$ cat config.mk
export PLATFORM = sky130hd
export DESIGN_NAME = elevator_request_scheduler
export DESIGN_NICKNAME = d
export VERILOG_FILES = /design/src/rtl/elevator_request_scheduler.sv
export SDC_FILE = /design/constraint.sdc
export NUM_CORES = 1
export LEC_CHECK = 0
export CORE_MARGIN = 3
export CORE_UTILIZATION = 53
export CTS_CLUSTER_DIAMETER = 30
export DETAILED_ROUTE_END_ITERATION = 8
export GPL_ROUTABILITY_DRIVEN = 0
export PLACE_DENSITY = 0.81
export SLEW_MARGIN = 40
export SYNTH_ARGS = -nofsm -noshare
export SYNTH_HDL_FRONTEND = slang
export SYNTH_SLANG_ARGS = --single-unit
export TNS_END_PERCENT = 10
$ cat constraint.sdc
create_clock -name clk -period 6.5 [get_ports clk]
set_input_delay 1.3 -clock clk [delete_from_list [all_inputs] [get_ports clk]]
set_output_delay 1.3 -clock clk [all_outputs]
set_load 0.1 [all_outputs]
$ cat src/rtl/elevator_request_scheduler.sv
// elevator_request_scheduler: pending-call bitmaps with an IDLE/UP/DOWN
// sweep controller that picks the next stop from the registered calls.
module elevator_request_scheduler #(
    parameter int FLOOR_COUNT = 8,
    parameter int FLOOR_W = 3,
    localparam int CNT_W = $clog2(3 * FLOOR_COUNT + 1)
) (
    input  logic                   clk,
    input  logic                   reset,
    input  logic                   req_valid,
    input  logic [1:0]             req_type,
    input  logic [FLOOR_W-1:0]     req_floor,
    input  logic [FLOOR_W-1:0]     current_floor,
    input  logic                   arrived,
    output logic [FLOOR_COUNT-1:0] car_q,
    output logic [FLOOR_COUNT-1:0] up_q,
    output logic [FLOOR_COUNT-1:0] dn_q,
    output logic [1:0]             direction,
    output logic                   dest_valid,
    output logic [FLOOR_W-1:0]     dest_floor,
    output logic [CNT_W-1:0]       pending_count
);
    typedef enum logic [1:0] {IDLE = 2'b00, UP = 2'b01, DOWN = 2'b10} state_t;
    state_t state, state_n;
    logic [FLOOR_COUNT-1:0] req_oh, cur_oh, above, below, pend;
    logic [FLOOR_COUNT-1:0] req_car, req_up, req_dn, cancel, arr;
    logic [FLOOR_COUNT-1:0] car_n, up_n, dn_n;
    logic [FLOOR_W-1:0] up_sel, dn_sel, dest_n;
    logic any_up, any_dn, dv_n;
    assign direction = state;
    always_comb begin
        req_oh = '0;
        cur_oh = '0;
        above = '0;
        below = '0;
        for (int i = 0; i < FLOOR_COUNT; i++) begin
            req_oh[i] = req_floor == FLOOR_W'(i);
            cur_oh[i] = current_floor == FLOOR_W'(i);
            above[i] = FLOOR_W'(i) > current_floor;
            below[i] = FLOOR_W'(i) < current_floor;
        end
        // out-of-range floors leave req_oh empty, so they are dropped for free
        req_car = (req_valid && req_type == 2'b00) ? req_oh : '0;
        req_up = (req_valid && req_type == 2'b01 && !req_oh[FLOOR_COUNT-1]) ? req_oh : '0;
        req_dn = (req_valid && req_type == 2'b10 && !req_oh[0]) ? req_oh : '0;
        cancel = (req_valid && req_type == 2'b11) ? req_oh : '0;
        arr = arrived ? cur_oh : '0;
        car_n = (car_q | req_car) & ~(cancel | arr);
        up_n = (up_q | req_up) & ~(cancel | ((state != DOWN) ? arr : '0));
        dn_n = (dn_q | req_dn) & ~(cancel | ((state != UP) ? arr : '0));
        pend = car_q | up_q | dn_q;
        any_up = |(pend & above);
        any_dn = |(pend & below);
        state_n = (state == DOWN) ? (any_dn ? DOWN : any_up ? UP : IDLE)
                                  : (any_up ? UP : any_dn ? DOWN : IDLE);
        up_sel = '0;
        dn_sel = '0;
        for (int i = FLOOR_COUNT - 1; i >= 0; i--)
            if (pend[i] && above[i]) up_sel = FLOOR_W'(i);
        for (int i = 0; i < FLOOR_COUNT; i++)
            if (pend[i] && below[i]) dn_sel = FLOOR_W'(i);
        dv_n = (state_n != IDLE) || |(pend & cur_oh);
        dest_n = (state_n == UP) ? up_sel : (state_n == DOWN) ? dn_sel : current_floor;
    end
    always_ff @(posedge clk) begin
        if (reset) begin
            car_q <= '0;
            up_q <= '0;
            dn_q <= '0;
            pending_count <= '0;
            state <= IDLE;
            dest_valid <= 1'b0;
            dest_floor <= '0;
        end else begin
            car_q <= car_n;
            up_q <= up_n;
            dn_q <= dn_n;
            pending_count <= CNT_W'($countones({car_n, up_n, dn_n}));
            state <= state_n;
            dest_valid <= dv_n;
            if (dv_n) dest_floor <= dest_n;
        end
    end
endmodule

## Yosys cells after proc, flatten, opt, wreduce, memory -nomap -nowiden

Cells that the tools add are included.

- Multipliers: 0
- Order comparisons: 16
- Add/sub/neg operators: 23
- Shift operators: 0
- Div/mod/pow operators: 0
- Equality and inequality tests: 22
- Mux-type cells: 29
- Reductions and logical operators: 31
- Bitwise operators: 17

Operators with widths:

| cell | count |
|---|---|
| bitwise OR 8 bit | 8 |
| two-way mux 8 bit | 7 |
| AND 8 bit | 6 |
| two-way mux 3 bit | 16 |
| adder 1 x 1 -> 2 bit | 12 |
| == test 3 bit (second input constant) | 8 |
| inverter 8 bit | 3 |
| OR reduction 8 bit | 3 |
| logical AND 1 bit | 21 |
| adder 2 x 2 -> 3 bit | 6 |
| adder 3 x 3 -> 4 bit | 3 |
| == test 3 x 2 -> 1 bit (second input constant) | 4 |
| > comparator 3 bit (first input constant) | 4 |
| < comparator 3 bit (first input constant) | 4 |
| == test 2 bit (second input constant) | 4 |
| two-way mux 2 bit | 4 |
| == test 3 x 1 -> 1 bit (second input constant) | 2 |
| > comparator 1 x 3 -> 1 bit (first input constant) | 2 |
| > comparator 2 x 3 -> 1 bit (first input constant) | 2 |
| logical NOT 3 bit | 2 |
| < comparator 1 x 3 -> 1 bit (first input constant) | 2 |
| < comparator 2 x 3 -> 1 bit (first input constant) | 2 |
| adder 4 x 4 -> 5 bit | 1 |
| adder 5 x 4 -> 5 bit | 1 |
| 8 further kinds | 11 |

- Latch bits: 0
- RAM bits: 0
- Logic and storage cells: 145
- Bits in registers: 35
- Memory bits (read-only): 0
- Memories: 0

## Longest topological paths before layout

Gate-level depths: netlist of the first run.

- Word-level depth: 12
- Depth in mapped cells: 20
- Gate-level depth less buffers: 19

## Worst setup path after synthesis of the first run

No wires, ideal clock.

- Path type: input port to flip-flop
- From: input port req_type[0]
- To: register pending_count[3]
- Path slack: 613 ps
- Arrival: 5759 ps
- Library setup time: 128 ps
- Required time: 6372 ps
- Stages: 18
- Path buffers: 2
- Cells stage by stage: clkbuf_1 > or3b_2 > clkbuf_1 > nor2b_1 > nor2_1 > nor3_1 > fa_1 > inv_1 > fa_1 > fa_1 > fa_1 > fa_1 > inv_1 > ha_1 > a21o_1 > a21oi_1 > xor2_1 > nor2_1

- Elaborated cells between the ends (all ways): 49
- Those cells by class: add/sub (23); eq/ne (3); mux (4); bitwise (12); reduce/logical (7)

RTL lines:

| element | line | text |
|---|---|---|
| from (decl) | 11 | `input logic [1:0] req_type,` |
| == test 2 bit | 46 | `cancel = (req_valid && req_type == 2'b11) ? req_oh : '0;` |
| logical AND 1 bit | 46 |  |
| two-way mux 8 bit | 46 |  |
| bitwise OR 8 bit | 48 | `car_n = (car_q \| req_car) & ~(cancel \| arr);` |
| inverter 8 bit | 48 |  |
| AND 8 bit * | 48 |  |
| net car_n[0] | 27 | `logic [FLOOR_COUNT-1:0] car_n, up_n, dn_n;` |
| adder 1 x 1 -> 2 bit (implied by the code) * | 78 | `pending_count <= CNT_W'($countones({car_n, up_n, dn_n}));` |
| adder 2 x 2 -> 3 bit (implied by the code) * | 78 |  |
| adder 3 x 3 -> 4 bit (implied by the code) * | 78 |  |
| adder 5 x 4 -> 5 bit (implied by the code) * | 78 |  |
| to (signal assigned) | 78 |  |
| to (decl) | 21 | `output logic [CNT_W-1:0] pending_count` |

The timed path passes the listed nets; every way through them passes the cells marked *.
A chain may end at the register's enable or synchronous reset.

## Worst setup path in the final report of the first run

- From: input port req_floor[0]
- To: register pending_count[3]

- Elaborated cells between the ends (all ways): 51
- Those cells by class: add/sub (23); eq/ne (7); mux (4); bitwise (12); reduce/logical (5)

RTL lines:

| element | line | text |
|---|---|---|
| from (decl) | 12 | `input logic [FLOOR_W-1:0] req_floor,` |
| == test 3 x 1 -> 1 bit * | 37 | `req_oh[i] = req_floor == FLOOR_W'(i);` |
| two-way mux 8 bit | 46 |  |
| bitwise OR 8 bit | 48 |  |
| inverter 8 bit | 48 |  |
| AND 8 bit * | 48 |  |
| net car_n[1] | 27 |  |
| adder 1 x 1 -> 2 bit (implied by the code) * | 78 |  |
| adder 2 x 2 -> 3 bit (implied by the code) * | 78 |  |
| adder 3 x 3 -> 4 bit (implied by the code) * | 78 |  |
| adder 5 x 4 -> 5 bit (implied by the code) * | 78 |  |

Marked as above.

==> flow_metrics.py, run 1 <==
metrics = {
    "critical_path": {
        "end_kind": "register",
        "cp_cell_sequence": "clkdlybuf4s50_1 -> or3b_2 -> nor2_1 -> nor3_1 -> fa_1 -> inv_1 -> fa_1 -> inv_1 -> fa_1 -> fa_1 -> inv_1 -> fa_1 -> inv_1 -> ha_1 -> a21o_1 -> a21oi_1 -> xor2_1 -> nor2_1",
        "crit_path_max_incr_delay_ns": 0.59,
        "rr_endpoint": "pending_count[4]",
        "crit_family": "adder cells",
        "reg2reg_slack_ns": 1.53,
        "cpMaxStageDelayCell": "clkdlybuf4s50_1",
        "cpMostUsedCell": "fa_1",
        "reg2reg_depth": 15,
        "critPathArrivalTime_ns": 6.37,
        "cp.required_ns": 6.67,
        "start_kind": "primary input",
        "critPathBufInv": 5,
        "crit_fanout": 8,
        "worstSetupPathType": "primary input to register",
        "regToRegStartpoint": "direction[0]",
    },
    "logic_synthesis": {
        "ys.flop_type": "dfxtp_1",
        "synth_area_um2": 2510,
        "netlist_instances": 312,
        "synth_fp_nets": 347,
        "synth_edf_count": 0,
        "synth.ff_latch_count": 35,
        "seq_area_frac_synth": 0.280,
        "synth_warnings": 0,
        "yosys-top-cells-area": "dfxtp_1 28%, fa_1 14%, nor2_1 9.7%",
        "syn_avg_cell_area_um2": 8.03,
        "yosysUniqueCellTypes": 48,
        "yosys.area.top_type": "dfxtp_1",
        "synthArstFlopShare": 0,
        "yosysTopAreaCellShare": 0.280,
    },
    "grt": {
        "antenna_found_initial": 0,
        "grt_overflow_total": 0,
        "track_usage": 0.274,
        "grt_pass1_vias": 2355,
        "grt_pass1_wl_um": 11700,
        "grt_max_degree": 36,
    },
    "routing": {
        "ant_nets": 0,
        "vias": 2562,
        "wl_per_cell_um": 16.7,
        "drt_iter0_markers": 348,
        "drc": 0,
        "wl_um": 7040,
        "routed_via_density": 6.09,
        "firstDrtPassIters": 6,
    },
    "power_and_ir_drop": {
        "ir_drop_mv": 0.0993,
        "p_per_area_nw_per_um2": 197,
        "p_leak_nw": 1.32,
        "totalPowerFinal_mw": 0.594,
    },
    "hold_path": {
        "min_from": "dest_floor[1]",
        "hold_end": "dest_floor[1]",
        "hold_class": "register to register",
        "hold_path_depth": 2,
    },
    "timing": {
        "timing.fmax_mhz": 161,
        "period_needed_ns": 6.20,
        "max_slew_margin": 0.523,
        "finClkSkew_ns": 0.00870,
        "period_share": 0.954,
        "slew_viol_final": 0,
        "hold_viol_final": 0,
        "setup_violations": 0,
        "tightest_slew_ns": 0.711,
    },
    "outcome": {
        "status": "finished clean",
    },
    "cts": {
        "numCtsBuffers": 5,
        "clkSlewWorstSetupHoldPaths_ns": 0.07,
        "clockRootBuffer": "clkbuf_8",
        "tritoncts": "yes",
        "clk_latency_ns": 0.29,
        "cts_sinks": 35,
        "cts_buffer_depth": 2,
        "h-tree-depth": 2,
        "holdBufCountCts": 0,
    },
    "run": {
        "cap_violations": 0,
    },
    "final_layout": {
        "finalNonFillerCells": 421,
        "areaGrowthSynthToFinish_pct": 20.2,
        "fillCellCount": 386,
        "antennaDiodeCount": 0,
        "layout_commonest_cell": "nor2_1",
        "drive_gt1_frac": 0.195,
        "final_cell_mix": "65 x nor2_1, 35 x dfxtp_1, 35 x buf_2",
        "layout.nets": 404,
    },
    "place": {
        "port_buffers": 46,
        "dp_cells": 414,
        "hpwl_um": 5660,
    },
    "floorplanning": {
        "ioPinCount": 47,
        "design.core.area_um2": 4470,
        "die_w_um": 74.8,
        "start_util": 0.560,
        "num_rows": 24,
        "dieHeight_um": 74.8,
        "die_area_um2": 5590,
    },
}
synth_stat cells, types with 2 or more instances:
library cell	n
clkbuf_1	6
a31oi_1	2
ha_1	6
nor2_1	65
o211ai_1	6
o21ai_0	9
a22oi_1	3
and4bb_2	2
a21oi_1	16
o221ai_1	12
or3b_2	3
dfxtp_1	35
nor4_1	4
or3_1	4
nand3_1	6
nor2b_1	14
nor3_2	2
fa_1	17
and2_1	3
o22ai_1	3
inv_1	25
o31ai_1	2
nor3_1	17
nand3b_1	4
nand2_1	18
a211oi_1	4
buf_4	3
worst max-delay path by stage:
| stage | start | to | slack, ns | depth (start not counted) |
|---|---|---|---|---|
| 2_1_floorplan | req_type[0] | pending_count[3] | 0.61 | 18 |
| 3_3_place_gp | req_floor[0] | pending_count[4] | 0.05 | 18 |
| 3_5_place_dp | req_floor[0] | pending_count[4] | -0.07 | 18 |
| 4_1_cts | req_floor[0] | pending_count[4] | 0.22 | 18 |
| 5_1_grt | req_floor[0] | pending_count[4] | -0.01 | 18 |
| 6_report | req_floor[0] | pending_count[3] | 0.30 | 18 |
where the power goes:
group / switching, mW / internal [mW] / total, mW
combinational: 0.146 / 0.0564 / 0.202
sequential: 0.00481 / 0.225 / 0.230
clock: 0.0784 / 0.0831 / 0.162
total: 0.229 / 0.364 / 0.594
sequential cells by signal, indices dropped and copies added, names as in the netlist:
signal and cells:
dn_q 8, dest_floor 3, direction 2, pending_count 5, dest_valid 1, up_q 8, car_q 8
timing repair:
| item | in CTS | in global routing |
|---|---|---|
| resized for setup | 0 | 2 |
| buffers inserted | 0 | 0 |
| endpoints found under the setup margin | 0 | 1 |
final cells by class:
class | instances | area, um2 | area share
Multi-Input combinational cell | 240 | 1660 | 0.552
Clock buffer | 6 | 82.6 | 0.0274
Inverter | 26 | 97.6 | 0.0324
Sequential cell | 35 | 701 | 0.233
Tap cell | 52 | 65.1 | 0.0216
Clock inverter | 1 | 5.00 | 0.00166
Timing Repair Buffer | 61 | 398 | 0.132
through the flow:
step	setup slack, ns	hold slack, ns	cell area, um2	util	TNS, ns
after floorplan	0.613	0.916	2510	-	0
after global placement	0.0545	0.452	3090	0.691	0
after detailed placement	-0.0701	0.450	2920	0.652	-0.0701
after CTS	0.216	0.460	3000	0.671	0
after global routing	-0.0147	0.483	3010	0.673	-0.0147
final	0.299	0.460	3010	0.673	0
tightest hold or removal path, stage by stage, from the launching register on:
cell and delay, ns:
dfxtp_1 0.31, inv_1 0.06, a221oi_2 0.05
cells by family (layout without fill, tap and decap cells):
group                      count (synthesis)  in the layout  share of synthesized area
xor gates and xnor gates                   1              1                    0.00350
buffers and inverters                     37             94                     0.0604
muxes                                      1              1                    0.00399
adders and majority gates                 23             23                      0.166
and+or+nand+nor                          147            147                      0.288
DFF                                       35             35                      0.280
AOI/OAI and AO/OA                         68             68                      0.199
layer usage:
layer | GRT usage | share of wire
met4 | 0.105 | 0.042
met3 | 0.0534 | 0.086
met2 | 0.411 | 0.45
met1 | 0.391 | 0.43
met5 | 0 | 0
No activity file was read; power rests on OpenSTA's default activity.
==> inputs of run 2 (changes only) <==
CTS_CLUSTER_DIAMETER = 50   (was 30)
==> results of run 2 <==
Same layout as run 1: the final DEF is identical, and so are final timing and power.
